### src/rtl/braille_trial_ctrl.sv
// Sequences one timed Braille recognition trial: arms the 1 s timer, counts the answer
// window, grades submitted answers with limited retries, tallies score and holds the result.
module braille_trial_ctrl #(
  parameter int unsigned TRIAL_SECS  = 10,
  parameter int unsigned RESULT_SECS = 2,
  parameter int unsigned MAX_TRIES   = 3,
  parameter int unsigned SCORE_W     = 8
) (
  input  logic               clk,
  input  logic               rst_n,
  input  logic               start_i,
  input  logic [5:0]         target_i,
  input  logic               submit_i,
  input  logic [5:0]         answer_i,
  input  logic               timeout_1s_i,
  output logic               timer_rst_o,
  output logic               busy_o,
  output logic [3:0]         secs_left_o,
  output logic [1:0]         tries_left_o,
  output logic               correct_o,
  output logic               wrong_o,
  output logic               timed_out_o,
  output logic [SCORE_W-1:0] score_o
);

  localparam int unsigned DOTS_W  = 6;
  localparam int unsigned SECS_W  = 4;
  localparam int unsigned TRIES_W = 2;

  typedef enum logic [2:0] {
    S_IDLE,
    S_ARM,
    S_WAIT,
    S_CHECK,
    S_RESULT
  } state_e;

  state_e               state_q, state_d;
  logic                 timer_rst_q, timer_rst_d;
  logic                 busy_q, busy_d;
  logic [SECS_W-1:0]    secs_left_q, secs_left_d;
  logic [TRIES_W-1:0]   tries_left_q, tries_left_d;
  logic                 correct_q, correct_d;
  logic                 wrong_q, wrong_d;
  logic                 timed_out_q, timed_out_d;
  logic [SCORE_W-1:0]   score_q, score_d;
  logic                 pending_q, pending_d;
  logic [DOTS_W-1:0]    target_q, target_d;
  logic [DOTS_W-1:0]    answer_q, answer_d;
  logic [SECS_W-1:0]    hold_q, hold_d;

  // State and datapath registers
  always_ff @(posedge clk or negedge rst_n) begin
    if (!rst_n) begin
      state_q      <= S_IDLE;
      timer_rst_q  <= 1'b0;
      busy_q       <= 1'b0;
      secs_left_q  <= '0;
      tries_left_q <= TRIES_W'(MAX_TRIES);
      correct_q    <= 1'b0;
      wrong_q      <= 1'b0;
      timed_out_q  <= 1'b0;
      score_q      <= '0;
      pending_q    <= 1'b0;
      target_q     <= '0;
      answer_q     <= '0;
      hold_q       <= '0;
    end else begin
      state_q      <= state_d;
      timer_rst_q  <= timer_rst_d;
      busy_q       <= busy_d;
      secs_left_q  <= secs_left_d;
      tries_left_q <= tries_left_d;
      correct_q    <= correct_d;
      wrong_q      <= wrong_d;
      timed_out_q  <= timed_out_d;
      score_q      <= score_d;
      pending_q    <= pending_d;
      target_q     <= target_d;
      answer_q     <= answer_d;
      hold_q       <= hold_d;
    end
  end

  // Next-state and output logic
  always_comb begin
    state_d      = state_q;
    timer_rst_d  = timer_rst_q;
    busy_d       = busy_q;
    secs_left_d  = secs_left_q;
    tries_left_d = tries_left_q;
    correct_d    = correct_q;
    wrong_d      = wrong_q;
    timed_out_d  = timed_out_q;
    score_d      = score_q;
    pending_d    = pending_q;
    target_d     = target_q;
    answer_d     = answer_q;
    hold_d       = hold_q;

    unique case (state_q)
      S_IDLE: begin
        timer_rst_d = 1'b0;
        if (start_i) begin
          state_d      = S_ARM;
          target_d     = target_i;
          secs_left_d  = SECS_W'(TRIAL_SECS);
          tries_left_d = TRIES_W'(MAX_TRIES);
          correct_d    = 1'b0;
          wrong_d      = 1'b0;
          timed_out_d  = 1'b0;
          busy_d       = 1'b1;
          pending_d    = 1'b0;
        end
      end

      S_ARM: begin
        timer_rst_d = 1'b1;
        state_d     = S_WAIT;
      end

      S_WAIT: begin
        timer_rst_d = 1'b1;
        if (submit_i) begin
          answer_d  = answer_i;
          state_d   = S_CHECK;
          pending_d = pending_q | timeout_1s_i;
        end else if (timeout_1s_i || pending_q) begin
          // A pending tick is consumed first; a coincident live tick stays pending.
          pending_d = pending_q & timeout_1s_i;
          if (secs_left_q == SECS_W'(1)) begin
            secs_left_d = '0;
            timed_out_d = 1'b1;
            state_d     = S_RESULT;
            timer_rst_d = 1'b0;
            hold_d      = SECS_W'(RESULT_SECS);
            pending_d   = 1'b0;
          end else begin
            secs_left_d = secs_left_q - SECS_W'(1);
          end
        end
      end

      S_CHECK: begin
        timer_rst_d = 1'b1;
        pending_d   = pending_q | timeout_1s_i;
        if (answer_q == target_q) begin
          correct_d   = 1'b1;
          if (score_q != {SCORE_W{1'b1}}) score_d = score_q + SCORE_W'(1);
          state_d     = S_RESULT;
          timer_rst_d = 1'b0;
          hold_d      = SECS_W'(RESULT_SECS);
          pending_d   = 1'b0;
        end else begin
          tries_left_d = tries_left_q - TRIES_W'(1);
          if (tries_left_q == TRIES_W'(1)) begin
            wrong_d     = 1'b1;
            state_d     = S_RESULT;
            timer_rst_d = 1'b0;
            hold_d      = SECS_W'(RESULT_SECS);
            pending_d   = 1'b0;
          end else begin
            state_d = S_WAIT;
          end
        end
      end

      S_RESULT: begin
        timer_rst_d = 1'b1;
        if (timeout_1s_i) begin
          if (hold_q <= SECS_W'(1)) begin
            hold_d      = '0;
            state_d     = S_IDLE;
            busy_d      = 1'b0;
            correct_d   = 1'b0;
            wrong_d     = 1'b0;
            timed_out_d = 1'b0;
            secs_left_d = '0;
            timer_rst_d = 1'b0;
          end else begin
            hold_d = hold_q - SECS_W'(1);
          end
        end
      end

      default: begin
        state_d     = S_IDLE;
        timer_rst_d = 1'b0;
      end
    endcase
  end

  assign timer_rst_o  = timer_rst_q;
  assign busy_o       = busy_q;
  assign secs_left_o  = secs_left_q;
  assign tries_left_o = tries_left_q;
  assign correct_o    = correct_q;
  assign wrong_o      = wrong_q;
  assign timed_out_o  = timed_out_q;
  assign score_o      = score_q;

endmodule

### config.mk
export PLATFORM = sky130hd
export DESIGN_NAME = braille_trial_ctrl
export DESIGN_NICKNAME = d
export VERILOG_FILES = /design/src/rtl/braille_trial_ctrl.sv
export SDC_FILE = /design/constraint.sdc
export NUM_CORES = 1
export LEC_CHECK = 0
export CAP_MARGIN = 10
export CORE_MARGIN = 5
export CORE_UTILIZATION = 56
export DETAILED_ROUTE_END_ITERATION = 10
export GPL_TIMING_DRIVEN = 0
export PLACE_DENSITY_LB_ADDON = 0.12
export SLEW_MARGIN = 20
export SYNTH_ARGS = -nofsm -noshare
export SYNTH_HDL_FRONTEND = slang
export SYNTH_SLANG_ARGS = --single-unit
### constraint.sdc
create_clock -name clk -period 5.5 [get_ports clk]
set_clock_uncertainty 0.2 [all_clocks]
set_input_delay 1.1 -clock clk [delete_from_list [all_inputs] [get_ports clk]]
set_output_delay 1.1 -clock clk [all_outputs]
set_load 0.1 [all_outputs]
==> reports/results.tsv, run 1 <==
stage	metric	value	unit
die	rows	22	
critical_path	crit_path_max_fanout	3	
critical_path	critPathMaxStageDelay	1.14	ns
clocking	cts_max_path_buffers	2	
sta	setup_viol	0	
critical_path	required	4.20	ns
critical_path	crit_buf_inv	1	
routing	via_per_inst	5.770	
critical_path	path_cells	clkdlybuf4s50_1	
clocking	cts_made_buffers	5	
finish	drive_gt1_share	16.60	%
global_routing	grt_pass1_wl	7714	um
global_routing	antenna_found_initial	0	
synth	yosysSeqAreaShare	47.28	%
synth	syn_area	2069	um2
place	placed_cell_area	2500	um2
clocking	post-cts-setup-buffers	0	
clocking	cts_hold_buf	0	
sta	drv_slew	0	
critical_path	cpMaxStageDelayCell	clkdlybuf4s50_1	
sta	grt_setup_unrepaired	no	
critical_path	crit_path_end_kind	primary output	
job	drv_cap	0	
sta	setup_slack	2.216	ns
sta	worst-slew-pin-transition	0.9752	ns
die	core-area	3633	um2
finish	diodes	0	
synth	ys_types	45	
synth	yosysTopAreaCell	dfrtp_1	
clocking	clkLatencyLatePin	0.29	ns
die	die_h	70.79	um
power	ir_worst_vdd	0.0003471	V
synth	synth_common_cells	37 x dfrtp_1, 17 x mux2_2, 12 x inv_1	
routing	ant_nets	0	
place	io_buffers	35	
clocking	cts_tree	yes	
critical_path	cp.arrival	1.98	ns
finish	postLayoutCellArea	2600	um2
synth	syn-instance-count	191	
routing	post_drt_wl_per_cell	15.61	um
sta	fin_tns_setup	0	ns
synth	synth_edf_count	0	
synth	synthArstFlopShare	100.0	%
sta	hold_viol	0	
sta	maxClockFrequency	0.3045	GHz
synth	ys.flop_type	dfrtp_1	
clocking	ctsResizeCount	0	
sta	period_share	59.72	%
synth	synth.most_common_cell	dfrtp_1	
place	dp_hpwl	3359	um
clocking	htree_levels	2	
worst_hold_path	hp-class	flip-flop to flip-flop	
die	ioPinCount	36	
critical_path	crit_type	flip-flop to primary output	
clocking	cts.sinks	39	
routing	first_pass_iters	4	
global_routing	grt_overflow	0	
sta	min_period	3.284	ns
place	place_congestion	0.8817	
global_routing	grt_pass1_vias	1756	
critical_path	crit_family	buffers and inverters	
die	die_area	5011	um2
synth	yosys_register_bits	39	
global_routing	track_usage	19.04	%
run_status	status	complete, no violations	
synth	synth_warnings	0	
die	initial_utilization	56.96	%
synth	yosys-top-cells-area	dfrtp_1 45%, mux2_2 9.3%, xor2_1 4.2%	
synth	synth_nets	214	
routing	drt_iter0_drc	162	
power	p_leak	1.158	nW
critical_path	cp-start-kind	flip-flop	
routing	routed_wl	4418	um
finish	area_growth	25.63	%
sta	slew_headroom	34.79	%
synth	syn_avg_cell_area	10.84	um2
die	die_w	70.79	um
routing	drc	0	
clocking	root_buffer	clkbuf_8	
synth	synth_top_cell_area_share	44.74	%
place	dp_slack	2.108	ns
finish	layout.nets	257	
routing	via_count	1633	
clocking	clk_pin_slew_worst_paths	0.07	ns
global_routing	grt_max_degree	30	
power	power.density	580.0	nW/um2
power	total_power	1.508	mW
## report_power, final
group	switching (mW)	internal [mW]
combinational	0.548	0.273
sequential	0.0838	0.392
clock	0.0962	0.114
## metrics by stage
stage / util (%) / hold slack (ns) / std cells
6_report: 71.56 / 0.2965 / 283
5_1_grt: 71.56 / 0.3382 / 283
4_1_cts: 71.56 / 0.3073 / 283
3_5_place_dp: 68.80 / 0.2902 / 275
3_3_place_gp: 68.25 / 0.2736 / 274
2_1_floorplan: - / 0.2870 / 191
## kinds of logic (layout without fill, tap and decap cells)
family          count (synthesis)  in the layout  share of synthesized area (%)
xor+xnor                       12             12                          5.079
buf+inv                        17             61                          3.446
simple gates                   61             61                          17.96
compound gates                 38             38                          12.88
fa+ha+maj                       6              6                          3.627
mux                            18             18                          9.734
flops                          39             39                          47.28
## worst register-to-register path, stage by stage, from the launching register on
cell	delay, ns
dfrtp_1	0.39
xor2_1	0.18
or4_4	0.55
or4b_1	0.55
buf_6	0.17
nor3_1	0.23
xor2_1	0.18
## sequential cells by signal, indices dropped and copies added, names as in the netlist, 2 cells and up
register      count
answer_q          6
hold_q            4
target_q          6
score_o           8
tries_left_o      2
secs_left_o       4
state_q           3
## area by class of cell
type,instances,area (um2)
Inverter,12,45.04
Buffer,5,26.28
Clock buffer,8,100.1
Tap cell,48,60.06
Multi-Input combinational cell,135,1025
Fill cell,283,1033
Timing Repair Buffer,36,365.4
Sequential cell,39,978.4
## final timing paths
kind                            slack, ns             from               to  cells after the start
worst max-delay path                 2.22  tries_left_o[0]  tries_left_o[0]                      1
worst min-delay path                 0.30      timed_out_o      timed_out_o                      2
worst max register to register       2.98      target_q[2]       score_o[3]                      6
worst min register to register       0.30      timed_out_o      timed_out_o                      2
max in group asynchronous            4.11            rst_n  tries_left_o[0]                      2
min in group asynchronous            0.48            rst_n   secs_left_o[2]                      1
## cells in the final DEF, fill, tap and decap left out, types with 3 or more instances in the layout
master and instances:
clkbuf_1 5, nor2_1 11, o21ai_0 11, ha_1 6
nor3_1 7, nand2_1 9, xor2_1 10, o211ai_1 4
a21oi_1 6, inv_1 12, nor3b_1 3, a22o_1 3
clkbuf_8 7, dfrtp_1 37, or2_2 3, clkdlybuf4s50_1 34
nand3_1 3, nand2b_1 3, mux2_2 17, nand4_1 3
## routing by layer
metal | wire length, um | GRT usage, %
met5 | 0 | 0
met2 | 2237 | 32.44
met3 | 307 | 5.966
met1 | 1821 | 22.57
met4 | 52 | 6.889
(Power assumes the default switching activity.)
==> inputs of run 2 (changes only) <==
--- a/config.mk
+++ b/config.mk
@@ -7,7 +7,7 @@
 export LEC_CHECK = 0
 export CAP_MARGIN = 10
 export CORE_MARGIN = 5
-export CORE_UTILIZATION = 56
+export CORE_UTILIZATION = 47
 export DETAILED_ROUTE_END_ITERATION = 10
 export GPL_TIMING_DRIVEN = 0
 export PLACE_DENSITY_LB_ADDON = 0.12
==> constraint.sdc (replaced) <==
create_clock -name clk -period 2.8 [get_ports clk]
set_clock_uncertainty 0.2 [all_clocks]
set_input_delay 0.56 -clock clk [delete_from_list [all_inputs] [get_ports clk]]
set_output_delay 0.56 -clock clk [all_outputs]
set_load 0.1 [all_outputs]
==> run 2 against run 1 <==
Net effect:
- register-to-register slack got worse by 2.7 ns
- count of clock-buffer cells in the layout fell by 3
- global-route usage fell by 2.4 points
- via count fell by 0.98%
- non-clock buffer count rose by 1
- critical path type unchanged
- largest cell class unchanged
==> reports/results.tsv, run 2 (synthesized netlist as in run 1, its figures left out) <==
stage	metric	value	unit
clocking	root_buffer	clkbuf_8	
sta	grt_setup_unrepaired	no	
global_routing	met1_usage	20.71	%
finish	layout_common_cells	37 x dfrtp_1, 33 x clkdlybuf4s50_1, 17 x mux2_2	
place	dp_slack	-0.07423	ns
critical_path	path_cells	clkdlybuf4s50_1	
clocking	htree_levels	2	
sta	setup_viol	0	
power	ir_worst_vdd	0.0006823	V
clocking	clk_pin_slew_worst_paths	0.07	ns
clocking	clkLatencyLatePin	0.29	ns
global_routing	antenna_found_initial	0	
sta	min_period	2.737	ns
sta	worst-slew-pin-transition	0.9820	ns
die	core-area	4324	um2
place	io_buffers	35	
finish	largest_reg_flops	8	
routing	via_count	1617	
routing	first_pass_iters	4	
sta	drv_slew	0	
routing	via_per_inst	5.615	
run_status	status	complete, no violations	
clocking	cts_tree	yes	
sta	slew_headroom	34.33	%
sta	period_share	97.76	%
finish	post-route-util	61.37	%
place	place_congestion	0.8757	
finish	layoutNonFillerInstCount	288	
critical_path	crit_path_max_fanout	3	
critical_path	crit_buf_inv	1	
clocking	cts_made_buffers	5	
routing	post_drt_wl_per_cell	15.41	um
critical_path	crit_path_end_kind	primary output	
routing	ant_nets	0	
finish	layout.nets	258	
place	dp.cells	279	
critical_path	rr_worst_depth	6	
worst_hold_path	hp-class	flip-flop to flip-flop	
critical_path	required	2.04	ns
critical_path	cpMaxStageDelayCell	clkdlybuf4s50_1	
worst_hold_path	hp-start	score_o[5]	
critical_path	r2r_end	score_o[7]	
critical_path	crit_type	flip-flop to primary output	
finish	fillers	366	
die	die_w	76.36	um
routing	drc	0	
worst_hold_path	hold_path_end	score_o[5]	
global_routing	met2_usage	27.74	%
clocking	cts.sinks	39	
global_routing	grt_overflow	0	
die	die_area	5830	um2
sta	setup_slack	0.06265	ns
critical_path	crit_family	buffers and inverters	
global_routing	grt_pass1_wl	7983	um
critical_path	cp-start-kind	flip-flop	
power	p_leak	1.180	nW
critical_path	critPathMaxStageDelay	1.13	ns
finish	area_growth	28.23	%
clocking	cts_max_path_buffers	2	
place	dp_hpwl	3375	um
global_routing	use_met3	4.255	%
global_routing	grt-busiest-layer	met2	
global_routing	grt_pass1_vias	1704	
job	drv_cap	0	
power	total_power	3.103	mW
power	power.density	1169	nW/um2
global_routing	track_usage	16.63	%
die	die_h	76.36	um
die	initial_utilization	47.86	%
sta	hold_viol	0	
routing	drt_iter0_drc	98	
finish	diodes	0	
worst_hold_path	hold_depth	1	
die	ioPinCount	36	
critical_path	cp.arrival	1.98	ns
critical_path	r2r-start	target_q[1]	
finish	drive_gt1_share	16.95	%
critical_path	rrSetupSlack	0.27	ns
sta	maxClockFrequency	0.3653	GHz
routing	routed_wl	4438	um
die	rows	24	
global_routing	grt_max_degree	30	
sta	holdWs	0.2916	ns
finish	mostFrequentLayoutCell	dfrtp_1	
-- run 2: area by class of cell --
| type | count | area (um2) | area share (%) |
|---|---|---|---|
| clock buffer | 5 | 68.82 | 2.593 |
| timing repair buffer | 37 | 377.9 | 14.24 |
| inverter | 12 | 45.04 | 1.697 |
| tap | 52 | 65.06 | 2.452 |
| sequential | 39 | 978.4 | 36.87 |
| multi-input combinational | 135 | 1025 | 38.61 |
| buffer | 5 | 26.28 | 0.9901 |
| clock inverter | 3 | 67.56 | 2.546 |
-- run 2: worst max-delay path by stage --
stage,start,endpoint,cells past startpoint
2_1_floorplan,secs_left_o[1],hold_q[0],7
3_3_place_gp,timeout_1s_i,secs_left_o[2],6
3_5_place_dp,timeout_1s_i,secs_left_o[2],6
4_1_cts,tries_left_o[0],tries_left_o[0],1
5_1_grt,tries_left_o[1],tries_left_o[1],1
6_report,tries_left_o[1],tries_left_o[1],1
-- run 2: report_power, final --
group,switching [mW],internal (mW)
sequential,0.156,0.770
clock,0.203,0.355
combinational,1.08,0.538
-- run 2: metrics by stage --
step	cell area (um2)	setup TNS (ns)
after global placement	2485	-0.2749
after floorplan	2069	0
after detailed placement	2500	-0.4004
final	2654	0
after CTS	2646	0
after global routing	2654	0
-- run 2: timing repair --
action                     in CTS  in global routing
hold endpoints to repair       10                  0
hold buffers                    1                  0
setup endpoints to repair       0                  1
gates resized for setup         0                  1
setup buffers                   0                  0
-- run 2: metal layers --
metal / wire length, um / up-vias / part of all wire, %
met3: 223 / 5 / 5.0
li1: - / 776 / -
met1: 1920 / 798 / 43
met5: 0 / - / 0
met4: 59 / 0 / 1.3
met2: 2235 / 38 / 50
==> inputs of run 3 (changes only) <==
--- a/config.mk
+++ b/config.mk
@@ -5,6 +5,7 @@
 export SDC_FILE = /design/constraint.sdc
 export NUM_CORES = 1
 export LEC_CHECK = 0
+export ABC_CLOCK_PERIOD_IN_PS = 2800
 export CAP_MARGIN = 10
 export CORE_MARGIN = 5
 export CORE_UTILIZATION = 47
==> results of run 3 <==
The final DEF is identical to that of run 2; final timing and power are the same.
